File: src/rtl/bank_rr_sched.sv
// bank_rr_sched: round-robin write arbiter and scan sequencer for a 4 x DW register bank
module bank_rr_sched #(
    parameter int SCAN_DIV = 4,
    parameter int DW       = 4
) (
    input  logic          ck,
    input  logic          res,
    input  logic [3:0]    req,
    input  logic [4*DW-1:0] wdata,
    input  logic [7:0]    waddr,
    output logic [3:0]    gnt,
    output logic [3:0]    load,
    output logic [DW-1:0] wd,
    input  logic          scan_en,
    output logic [1:0]    sel,
    output logic          scan_strobe
);
    localparam logic [7:0] DIV_MAX = 8'(SCAN_DIV - 1);
    logic [1:0] ptr;
    logic [1:0] w;
    logic [1:0] idx;
    logic [3:0] elig;
    logic       found;
    logic [7:0] div;
    // a requester granted this cycle is masked so a held req is not granted twice
    always_comb begin
        elig  = req & ~gnt;
        found = 1'b0;
        w     = ptr;
        idx   = ptr;
        for (int k = 0; k < 4; k++) begin
            idx = ptr + 2'(k);
            if (!found && elig[idx]) begin
                found = 1'b1;
                w     = idx;
            end
        end
    end
    always_ff @(posedge ck) begin
        if (res) begin
            gnt         <= '0;
            load        <= '0;
            wd          <= '0;
            ptr         <= '0;
            sel         <= '0;
            div         <= '0;
            scan_strobe <= 1'b0;
        end else begin
            gnt         <= found ? 4'b0001 << w : 4'b0000;
            load        <= found ? 4'b0001 << waddr[2*w +: 2] : 4'b0000;
            wd          <= found ? wdata[w*DW +: DW] : wd;
            ptr         <= found ? w + 2'd1 : ptr;
            div         <= !scan_en ? div : (div == DIV_MAX) ? 8'd0 : div + 8'd1;
            sel         <= (scan_en && div == DIV_MAX) ? sel + 2'd1 : sel;
            scan_strobe <= scan_en && div == DIV_MAX;
        end
    end
endmodule
File: config.mk
export PLATFORM = sky130hd
export DESIGN_NAME = bank_rr_sched
export DESIGN_NICKNAME = d
export VERILOG_FILES = /design/src/rtl/bank_rr_sched.sv
export SDC_FILE = /design/constraint.sdc
export NUM_CORES = 1
export LEC_CHECK = 0
export CAP_MARGIN = 20
export CORE_AREA = 2 2 64 66
export CTS_CLUSTER_DIAMETER = 40
export CTS_CLUSTER_SIZE = 24
export DETAILED_ROUTE_END_ITERATION = 6
export DIE_AREA = 0 0 66 68
export PLACE_DENSITY_LB_ADDON = 0.25
export SYNTH_ARGS = -nofsm -noshare
export SYNTH_HDL_FRONTEND = slang
export SYNTH_SLANG_ARGS = --single-unit
File: constraint.sdc
create_clock -name ck -period 1.94 [get_ports ck]
set_clock_uncertainty 0.1 [all_clocks]
set_input_delay 0.388 -clock ck [delete_from_list [all_inputs] [get_ports ck]]
set_output_delay 0.388 -clock ck [all_outputs]
set_load 0.03 [all_outputs]
# After elaboration in Yosys (flattened, before gate mapping)
# Cells that the tools add are included.
[word_totals] word_cells=49 output_inout_bits=15 ff_bits=25 in_bits=31
[op_classes] add_sub_neg=6 muxes=16 bitwise=3 n_shift=4 eq_ne=1 magnitude_cmp=4 reduce_logical=8
[ops] operator="indexed part select 16 x 5 -> 4 bit" count=1
[ops] operator="< comparator 2 x 3 -> 1 bit, second input constant" count=4
[ops] operator="adder 8 x 1 -> 8 bit, second input constant" count=1
[ops] operator="binary-select mux 1 bit (select 2 bit)" count=4
[ops] operator="equality test 8 x 2 -> 1 bit, second input constant" count=1
[ops] operator="two-way mux 1 bit" count=8
[ops] operator="two-way mux 8 bit" count=1
[ops] operator="indexed part select 8 x 4 -> 2 bit" count=1
[ops] operator="<< shifter 1 x 2 -> 4 bit, first input constant" count=2
[ops] operator="adder 2 x 1 -> 2 bit, second input constant" count=3
[ops] operator="two-way mux 2 bit" count=3
[ops] operator="adder 2 bit, second input constant" count=2
[ops] operator="bitwise AND 4 bit" count=1
[ops] operator="logical AND 1 bit" count=4
[ops] operator="inverter 4 bit" count=1
[ops] operator="logical NOT 1 bit" count=3
[ops] operator="OR reduction 2 bit" count=1
[ops] operator="inverter 1 bit" count=1

# Depth between registers and ports, before layout
[logic_depth] ltp_word=16 depth_mapped=8

# Worst setup path after synthesis
# No wires, ideal clock.
[synth_path] path_kind="reg-to-reg" startpoint="reg gnt[2]" endpoint="reg wd[3]" arrival_ns=1.815 required_ns=1.725 path_buffers=1 setup_time_ns=0.115 path_slack_ns=-0.091 path_stages_with_launch=8 period_less_slack_ns=2.031 cell_sequence="dfxtp_1 nand2b_2 nor2_1 o41a_4 buf_6 mux2i_1 nand3_1 and3_1"
[synth_via] elab_chain_cells=15
[synth_rtl] element="start, declared" line="11" rtl="output logic [3:0] gnt,"
[synth_rtl] element="start signal, assigned" line="49" rtl="gnt <= found ? 4'b0001 << w : 4'b0000;"
[synth_rtl] element="inverter 4 bit (*)" line="27" rtl="elig = req & ~gnt;"
[synth_rtl] element="bitwise AND 4 bit (*)" line="27"
[synth_rtl] element="binary-select mux 1 bit (select 2 bit)" line="33" rtl="if (!found && elig[idx]) begin"
[synth_rtl] element="two-way mux 1 bit (implied by the code)" line="33"
[synth_rtl] element="two-way mux 1 bit" line="33"
[synth_rtl] element="logical NOT 1 bit" line="33"
[synth_rtl] element="logical AND 1 bit" line="33"
[synth_rtl] element="two-way mux 1 bit" line="33"
[synth_rtl] element="logical NOT 1 bit" line="33"
[synth_rtl] element="logical AND 1 bit" line="33"
[synth_rtl] element="two-way mux 1 bit" line="33"
[synth_rtl] element="logical NOT 1 bit" line="33"
[synth_rtl] element="logical AND 1 bit" line="33"
[synth_rtl] element="two-way mux 2 bit" line="33"
[synth_rtl] element="indexed part select 16 x 5 -> 4 bit" line="51" rtl="wd <= found ? wdata[w*DW +: DW] : wd;"
[synth_rtl] element="end signal, assigned" line="51"
[synth_rtl] element="end, declared" line="13" rtl="output logic [DW-1:0] wd,"
# Mark *: on every way between the ends. The rest lies on a longest branch, timed or not. The select of a mux whose other input is x is not followed.
# A chain may end at the register's enable or synchronous reset.

# Final worst setup path
[layout_path] startpoint="reg gnt[1]" endpoint="reg load[1]"
[layout_via] elab_chain_cells=16
[layout_rtl] element="inverter 4 bit (*)" line="27"
[layout_rtl] element="bitwise AND 4 bit (*)" line="27"
[layout_rtl] element="binary-select mux 1 bit (select 2 bit)" line="33"
[layout_rtl] element="two-way mux 1 bit (implied by the code)" line="33"
[layout_rtl] element="two-way mux 1 bit" line="33"
[layout_rtl] element="logical NOT 1 bit" line="33"
[layout_rtl] element="logical AND 1 bit" line="33"
[layout_rtl] element="two-way mux 1 bit" line="33"
[layout_rtl] element="logical NOT 1 bit" line="33"
[layout_rtl] element="logical AND 1 bit" line="33"
[layout_rtl] element="two-way mux 1 bit" line="33"
[layout_rtl] element="logical NOT 1 bit" line="33"
[layout_rtl] element="logical AND 1 bit" line="33"
[layout_rtl] element="two-way mux 2 bit / two-way mux 1 bit (equally long branches)" line="33"
[layout_rtl] element="indexed part select 8 x 4 -> 2 bit / inverter 1 bit (equally long branches)"
[layout_rtl] element="<< shifter 1 x 2 -> 4 bit / OR reduction 2 bit (equally long branches)"
[layout_rtl] element="end signal, assigned" line="50" rtl="load <= found ? 4'b0001 << waddr[2*w +: 2] : 4'b0000;"
[layout_rtl] element="end, declared" line="12" rtl="output logic [3:0] load,"
# Marked as above.

==> implementation parameters <==
Parameter                              Value

Clock network
  TritonCTS sink count    25
  Clock insertion delay at the later pin of the skew report    0.27 ns
  Root buffer selected by CTS    sky130_fd_sc_hd__clkbuf_8
  CTS max path bufs    2
  Htree depth    1
  Clock input transition at the sequential cells of the worst setup and hold paths    approximately 0.09 ns
  Hold_buf cts    0
  Clock buffers created by TritonCTS    3
  TritonCTS clock tree    yes

Cells and area
  Final nets    279
  Cell Count, Final, Fillers Out    around 300
  Final Instance Area    2300 um2
  Diodes inserted    0
  Share of post-route cells with drive strength above 1    24.8%
  Synthesis-to-layout area growth    56.3%

Routing
  Highest Signal Layer    met4
  Routed WL    ~3700 um
  Average wire per cell in the routed design    around 13 um
  Vias per Instance    5.04
  Sum of routed wire segments on met1    1810 um
  Detailed route wirelength on metal2    between 1500 and 2000 um
  Remaining number of nets flagged by the antenna check after routing    0
  Post-route DRC    0
  Total vias in the final route    1492
  1st-iter DRT viols    roughly 80
  Count of TritonRoute iterations in the first routing pass    4
  Met3 wire length    108 um

Timing
  Post-layout worst setup margin    around 0.07 ns
  RSZ-0062 raised after global routing    false
  Max frequency    around 530 MHz
  Final setup TNS    0 ns
  Count of endpoints failing hold in the final timing report    0
  Count of pins over their slew limit    0
  Post-route clock period utilization    96.4%
  Actual transition at the worst max-transition pin    roughly 0.32 ns
  Period minus WS final    1.87 ns
  Final setup vio count    0
  Remaining max-slew budget at the tightest pin    78.1%

Setup path
  Cell count of the worst reg-to-reg path    5
  Largest driver fanout on the critical path    6
  Highest cell delay on the worst timing path    about 0.53 ns
  Number of cells on the critical path    5
  Reg2reg end    load[1]
  Cell breakdown of the critical path    nand2b_2 > and3_4 > o41a_2 > mux2i_4 > a211oi_2
  Slowest stage cell on the critical path    sky130_fd_sc_hd__o41a_2
  Element type at the critical path end    flip-flop
  Sort of element at the start of the critical path    flip-flop
  Required @ worst endpoint    about 2 ns
  Buf/Inv on CP    0
  FF-to-FF setup slack    0.07 ns
  Arrival time worst endpoint    1.97 ns
  Beginning of the worst register-to-register path    gnt[1]
  Kind of critical path    reg2reg
  Gate family responsible for the most delay along the worst path    compound AO/OA/AOI/OAI gates

Floorplanning
  Die height    roughly 68 um
  Area of the die    4490 um2
  Floorplan row count    23
  I/O pin count    46
  Area of the core    3860 um2
  Starting density of the core    38.1%
  Die W    around 66 um

Global route
  Number of global-route vias before repair    1401
  Initial antenna violation count    0
  Overall routing resource usage    approximately 18%
  Maximum number of pins on one net before global-route repair    16
  Remaining global-route overflow    0
  Wire length of the first global-routing pass    6290 um

Synth
  Share of synthesized registers carrying an async set or reset    0%
  Post-synthesis net count    201
  Synthesis-stage register bit count    25
  Top flip-flop cell by instance count after synthesis    sky130_fd_sc_hd__dfxtp_1
  Share of the yosys chip area belonging to registers    34.1%
  Dominant cells by area after synthesis    sky130_fd_sc_hd__dfxtp_1 34%, sky130_fd_sc_hd__mux2i_1 7.5%, sky130_fd_sc_hd__nor2_1 5.1%, sky130_fd_sc_hd__nand2_1 4.3%, sky130_fd_sc_hd__o211ai_1 4.1%
  Dominant cell type by area after synthesis    sky130_fd_sc_hd__dfxtp_1
  Synth cell types    about 50
  Count of flip-flops with a built-in enable after synthesis    0
  Synth warn    0
  Average instance area after synthesis    between 8 and 9 um2
  Fraction of post-synthesis cell area in the top cell type by area    34.1%
  Synth Cell Area    1470 um2
  Post-Synthesis Cells    between 150 and 200

Min path
  Worst hold endpoint    wd[2]
  Worst hold path stage count    2
  Class of the tightest hold or removal check    reg2reg
  Beginning of the worst hold path    wd[2]

Placement
  Routability cong.    0.818
  Port Buffers    45
  Placed instance count    290
  Post-placement worst setup slack    -0.485 ns
  Placed cell area    between 2000 and 2500 um2
  Post-detail-place hpwl    between 2000 and 3000 um

Power and ir drop
  Switching power of the nets    0.00101 W
  Combinational fraction of design power    about three fifths
  Portion of total power attributed to the clock network    12.2%
  Power share of the sequential group    27.9%
  Static Leak    0.933 nW
  Peak supply drop    0.000665 V
  Power per cell area    1130 nW/um2
  Sw Share    39.0%
  Cell internal pwr    0.00159 W

Flow run
  Max-cap violations    0

Status
  Outcome    finished, final reports clean
worst register-to-register path, delay by kind of cell (launching register included):
family / cells / cell delay, ns
and+or+nand+nor: 2 / 0.39
muxes: 1 / 0.23
AOI/OAI and AO/OA: 2 / 0.74
DFF: 1 / 0.35
final cells by class:
class / count / area, um2
Multi-Input combinational cell: 134 / 968
Timing Repair Buffer: 77 / 686
Fill cell: 370 / 1560
Tap cell: 50 / 62.6
Clock inverter: 1 / 7.51
Sequential cell: 25 / 508
Inverter: 6 / 22.5
Clock buffer: 3 / 41.3
cell usage after synthesis (all sizes together) (3+ instances only):
cell type,instances
a211o,3
a21o,3
a21oi,7
and2,3
buf,4
dfxtp,25
inv,6
mux2i,12
nand2,17
nand2b,6
nand3,4
nor2,21
nor2b,3
nor3,7
o211ai,8
o21ai,3
xnor2,6
xor2,4
power by group through the flow:
stage / logic, W / clock network (W) / registers [W]
4_1_cts: 0.00156 / 0.000327 / 0.000717
6_report: 0.00156 / 0.000316 / 0.000724
3_5_place_dp: 0.00149 / 0 / 0.000720
2_1_floorplan: 0.000731 / 0 / 0.000866
5_1_grt: 0.00167 / 0.000353 / 0.000740
3_3_place_gp: 0.00147 / 0 / 0.000724
per-stage QoR:
step	power [W]	utilization, %	hold slack [ns]
after CTS	0.00260	59.4	0.385
final	0.00260	59.5	0.381
after detailed placement	0.00221	56.7	0.363
after floorplan	0.00160	-	0.380
after global routing	0.00277	59.5	0.413
after global placement	0.00220	56.7	0.355
placed cells by master, fill, tap and decap left out, drive strengths merged, types with 2 or more instances in the layout:
cell type,netlist,routed
nand2b,6,6
xor2,4,4
o21ai,3,3
a21o,3,3
o31ai,2,2
nand2,17,17
a211o,3,3
dlygate4sd2,0,4
a21oi,7,7
nand3,4,4
nor2,21,21
xnor2,6,6
and2,3,3
clkbuf,1,3
o211ai,8,8
o41a,1,2
a22oi,2,2
clkdlybuf4s50,0,41
nand4,2,2
inv,6,6
mux2i,12,12
and3,2,2
nor2b,3,3
nor4,2,2
dfxtp,25,25
a2bb2oi,2,2
buf,4,32
nor3,7,7
registers in the layout, summed over array words and instances, names as in the netlist:
name / cells
sel: 2
load: 4
scan_strobe: 1
div: 8
wd: 4
gnt: 4
ptr: 2
layer usage:
layer / vias up / track usage (%)
met3: 2 / 2.63
li1: 764 / -
met1: 701 / 23.7
met2: 25 / 30.4
met5: - / 0
met4: 0 / 4.59
what timing repair did:
item,4_1_cts,5_1_grt
setup endpoints to repair,10,6
gates cloned,1,0
pin swaps,3,1
buffers inserted,1,0
gates resized for setup,13,3
logic make-up after synthesis:
kind of cell    after synthesis  synth area share [%]
simple gates                 72                  26.2
compound gates               37                  19.4
flops                        25                  34.1
mux                          13                  9.80
buf+inv                      11                  3.75
xor+xnor                     10                  5.96
fa+ha+maj                     1                 0.852
worst max path at each step:
stage | end | startpoint
floorplan | wd[3] | gnt[1]
global placement | load[0] | req[1]
detailed placement | load[1] | req[1]
CTS | load[1] | gnt[1]
global route | load[1] | gnt[1]
finish | load[1] | gnt[1]
Note: power is estimated with default switching activity, not from simulation.
==> RTL edit 1, RTL diff (config.mk and constraints unchanged) <==
Change the parameter `DW` from 4 to 5. Comments in the files are not updated.
--- a/src/rtl/bank_rr_sched.sv
+++ b/src/rtl/bank_rr_sched.sv
@@ -1,7 +1,7 @@
 // bank_rr_sched: round-robin write arbiter and scan sequencer for a 4 x DW register bank
 module bank_rr_sched #(
     parameter int SCAN_DIV = 4,
-    parameter int DW       = 4
+    parameter int DW       = 5
 ) (
     input  logic          ck,
     input  logic          res,
Ports: changed (resized wd and wdata); port bits go from 46 to 51. No check against the original RTL was run, so the function may have changed too.
==> RTL edit 1 against the unedited design <==
Final area is 14% higher; sequential cell count increased by 1; global-route usage increased by 3.1 points; wire length grew 32%; fmax decreased by 1.2%; synthesized area is 9.1% higher; non-clock buffer count is 9 higher; worst setup slack worse by 0.023 ns; total power up 16%; critical path type unchanged; critical endpoint is now load[3]$_SDFF_PP0_; largest power group unchanged.
==> RTL edit 1: results <==
export IMPL_yosysSeqAreaShare_pct=32.5
export IMPL_ctsResizeCount=22
export IMPL_ys_types=52
export IMPL_worst_ir_drop_vdd_mv=0.686
export IMPL_synthCells=190
export IMPL_gp_congestion=0.963
export IMPL_grt_pass1_wl_um=7270
export IMPL_placed_cells=316
export IMPL_hp_start="wd[1]$_SDFFE_PP0P_"
export IMPL_r2r_start="gnt[3]$_SDFF_PP0_"
export IMPL_met1_usage_pct=24.4
export IMPL_dp_slack_ns=-0.571
export IMPL_drive_above_1_share_pct=30.3
export IMPL_globalRouteTotalUtil_pct=20.9
export IMPL_synth_compound_area_share_pct=24.6
export IMPL_place_area_mm2=0.00237
export IMPL_synthMuxAreaShare_pct=5.00
export IMPL_drtIter0Drc=66
export IMPL_outcome="complete, no violations"
export IMPL_routedLengthMet1_um=2030
export IMPL_grt_max_degree=15
export IMPL_wl_met3_um=222
export IMPL_syn_nets=226
export IMPL_r2r_end="load[3]$_SDFF_PP0_"
export IMPL_ys_top_cells_by_area="dfxtp_1 (32%), nor2_1 (6.3%), mux2i_1 (5.0%)"
export IMPL_vias=1736
export IMPL_nNetsFinal=311
export IMPL_routedWlPerCell_um=15.1
export IMPL_gr_usage_met3_pct=3.95
RTL edit 1: cell count changes after synthesis, sizes merged, moves of 4 or more:
cell	unedited run	this run
nand3	4	14
and3	2	7
nand2	17	10
nor2	21	27
nor3	7	2
mux2i	12	8
o211ai	8	3
o21ai	3	18
nor3b	0	4
RTL edit 1: power groups by stage:
stage	Combinational [mW]	Clock (mW)	Sequential, mW
2_1_floorplan	0.814	0	0.898
3_3_place_gp	1.61	0	0.749
3_5_place_dp	1.63	0	0.750
4_1_cts	1.71	0.353	0.758
5_1_grt	2.02	0.373	0.780
6_report	1.89	0.342	0.766
RTL edit 1: how the worst max path moves through the flow:
| stage | startpoint | endpoint | slack, ns |
|---|---|---|---|
| final | gnt[3]$_SDFF_PP0_ | load[3]$_SDFF_PP0_ | 0.05 |
| after global routing | gnt[3]$_SDFF_PP0_ | load[0]$_SDFF_PP0_ | -0.03 |
| after CTS | ptr[1]$_SDFFE_PP0P_ | load[0]$_SDFF_PP0_ | 0.003 |
| after detailed placement | req[0] | load[2]$_SDFF_PP0_ | -0.57 |
| after global placement | req[3] | load[1]$_SDFF_PP0_ | -0.50 |
| after floorplan | gnt[0]$_SDFF_PP0_ | load[0]$_SDFF_PP0_ | -0.03 |
RTL edit 1: final cells by class:
| cell class | count | area, µm² |
|---|---|---|
| multi-input combinational | 152 | 1180 |
| fill | 304 | 1230 |
| timing repair buffer | 86 | 776 |
| inverter | 6 | 22.5 |
| clock buffer | 4 | 55.1 |
| sequential | 26 | 533 |
| tap | 50 | 62.6 |
RTL edit 1: worst max-delay path, stage by stage, from the launching register on:
cell	delay, ns
dfxtp_4	0.37
nor2b_4	0.22
buf_6	0.14
o22ai_4	0.08
o2bb2ai_4	0.19
o211a_1	0.26
o2bb2a_2	0.26
o21a_1	0.18
==> RTL edit 2, RTL diff (same settings) <==
Made on the original files. One comparison of `div` changes from == to >=.
--- a/src/rtl/bank_rr_sched.sv
+++ b/src/rtl/bank_rr_sched.sv
@@ -50,7 +50,7 @@
             load        <= found ? 4'b0001 << waddr[2*w +: 2] : 4'b0000;
             wd          <= found ? wdata[w*DW +: DW] : wd;
             ptr         <= found ? w + 2'd1 : ptr;
-            div         <= !scan_en ? div : (div == DIV_MAX) ? 8'd0 : div + 8'd1;
+            div         <= !scan_en ? div : (div >= DIV_MAX) ? 8'd0 : div + 8'd1;
             sel         <= (scan_en && div == DIV_MAX) ? sel + 2'd1 : sel;
             scan_strobe <= scan_en && div == DIV_MAX;
         end
Behaviour: same outputs for any inputs over 10 cycles, from zero or initial values; that may be too few to reach the edited logic, so the function may still have changed.
==> RTL edit 2 against the unedited design <==
Final area grew 8.0%; first-iteration DRC count grew 13%; combinational power grew 36%; core utilization grew 4.8 points; worst setup slack lost 0.049 ns; synthesized cell count grew 7.7%; sequential share of layout area shrank 1.5 points; sequential cell count is the same; critical path type unchanged; largest power group unchanged; synthesized area grew 6.6%; wire length grew 9.7%; largest cell class unchanged; total power grew 22%.
==> RTL edit 2: results <==
export IMPL_p_leak_nw=0.971
export IMPL_globalRouteTotalUtil_pct=19.1
export IMPL_grt_max_degree=16
export IMPL_worst_pin_slew_ns=0.406
export IMPL_cts_made_buffers=3
export IMPL_crit_fanout=6
export IMPL_drtIter0Drc=93
export IMPL_grt_pass1_wl_um=6730
export IMPL_clockBufferDepth=2
export IMPL_ys_warn_count=0
export IMPL_ys_types=54
export IMPL_grt_pass1_vias=1536
export IMPL_gp_congestion=0.935
export IMPL_worstSkewPairLatency_ns=0.27
export IMPL_met2_length_um=2010
export IMPL_ys_dominant_reg_cell="dfxtp_1"
export IMPL_dp_slack_ns=-0.548
export IMPL_ys_top_cells_by_area="dfxtp_1 (32%), nor2_1 (5.3%), o21ai_0 (4.8%)"
export IMPL_worst_ir_drop_vdd_mv=0.939
export IMPL_drt_pass1_iter_count=4
export IMPL_async_reset_ff_share_pct=0
export IMPL_top_layer="met4"
export IMPL_wl_met3_um=220
export IMPL_routed_wl_um=4080
export IMPL_numPortBuffers=45
export IMPL_clk_pin_slew_ns=0.09
export IMPL_drive_above_1_share_pct=31.0
export IMPL_rrSetupSlack_ns=0.02
export IMPL_fmax_mhz=521
export IMPL_diodes=0
export IMPL_holdWs_ns=0.358
export IMPL_fillers=334
export IMPL_largest_register_ffs=8
export IMPL_outcome="complete, no violations"
export IMPL_cts_root_buf="clkbuf_8"
export IMPL_syn_nets=214
export IMPL_yosysSeqAreaShare_pct=31.9
export IMPL_cp_arrival_ns=2.02
export IMPL_largest_register="div"
export IMPL_routedLengthMet1_um=1820
export IMPL_min_path_type="reg2reg"
export IMPL_vias=1620
export IMPL_place_hpwl_um=3070
export IMPL_synthTopCellsByCount="dfxtp_1 (25), nor2_1 (22), nand2_1 (17)"
export IMPL_antenna_found_initial=0
export IMPL_nNetsFinal=291
export IMPL_h_tree_depth=1
RTL edit 2: changes by cell type after synthesis, moves of 3 or more:
cell / unedited run / this run
a31o_2: 0 / 4
a21o_1: 3 / 0
o21bai_1: 1 / 6
and3_1: 2 / 5
mux2i_1: 11 / 0
o211ai_1: 8 / 2
nand3_1: 4 / 13
xnor2_1: 6 / 3
nor3_1: 6 / 0
o21ai_0: 2 / 15
RTL edit 2: power by group:
group | switching, mW | total (mW) | internal, mW
registers | 0.0802 | 0.727 | 0.647
logic | 1.06 | 2.12 | 1.06
clock network | 0.175 | 0.322 | 0.147
RTL edit 2: critical path: stages (launching register included):
cell       delay [ns]
dfxtp_4          0.35
nand2b_4         0.13
or3b_4           0.39
o311ai_4         0.14
and2_4           0.23
buf_8            0.13
o2111ai_4        0.14
a211oi_2         0.23
RTL edit 2: repair_timing:
item | CTS | global route
setup endpoints to repair | 14 | 9
buffers inserted | 4 | 4
pin swaps | 14 | 6
gates resized for setup | 23 | 10
RTL edit 2: layer usage:
metal / track usage [%] / up-vias
met3: 4.28 / 4
li1: - / 814
met4: 4.08 / 0
met5: 0 / -
met1: 23.9 / 751
met2: 34.0 / 51
RTL edit 2: final timing paths:
kind	start	to	depth (start not counted)
worst max-delay path	gnt[2]$_SDFF_PP0_	load[2]$_SDFF_PP0_	7
worst min-delay path	wd[2]$_SDFFE_PP0P_	wd[2]$_SDFFE_PP0P_	2
worst max register to register	gnt[2]$_SDFF_PP0_	load[2]$_SDFF_PP0_	7
worst min register to register	wd[2]$_SDFFE_PP0P_	wd[2]$_SDFFE_PP0P_	2
RTL edit 2: area by class of cell:
| class | count | area (µm²) | share of cell area [%] |
|---|---|---|---|
| Timing Repair Buffer | 82 | 747 | 30.1 |
| Multi-Input combinational cell | 142 | 1090 | 44.1 |
| Clock buffer | 3 | 41.3 | 1.66 |
| Tap cell | 50 | 62.6 | 2.52 |
| Inverter | 5 | 18.8 | 0.757 |
| Clock inverter | 1 | 6.26 | 0.252 |
| Sequential cell | 25 | 510 | 20.6 |
RTL edit 2: per-stage QoR:
stage          cell area, µm²  util [%]  std cells
6_report                 2480      64.3        308
2_1_floorplan            1580         -        182
3_5_place_dp             2260      58.5        297
3_3_place_gp             2260      58.5        297
4_1_cts                  2440      63.2        305
5_1_grt                  2480      64.3        308
RTL edit 2: cell families (layout without fill, tap and decap cells):
family | count (synthesis) | in the layout | share of synthesized area (%)
AO/OA/AOI/OAI | 57 | 57 | 31.2
XOR/XNOR | 7 | 7 | 3.91
adder cells (fa/ha/maj) | 1 | 1 | 0.799
buffers and inverters | 15 | 91 | 5.75
flip-flops | 25 | 25 | 31.9
AND/OR/NAND/NOR | 77 | 77 | 26.4
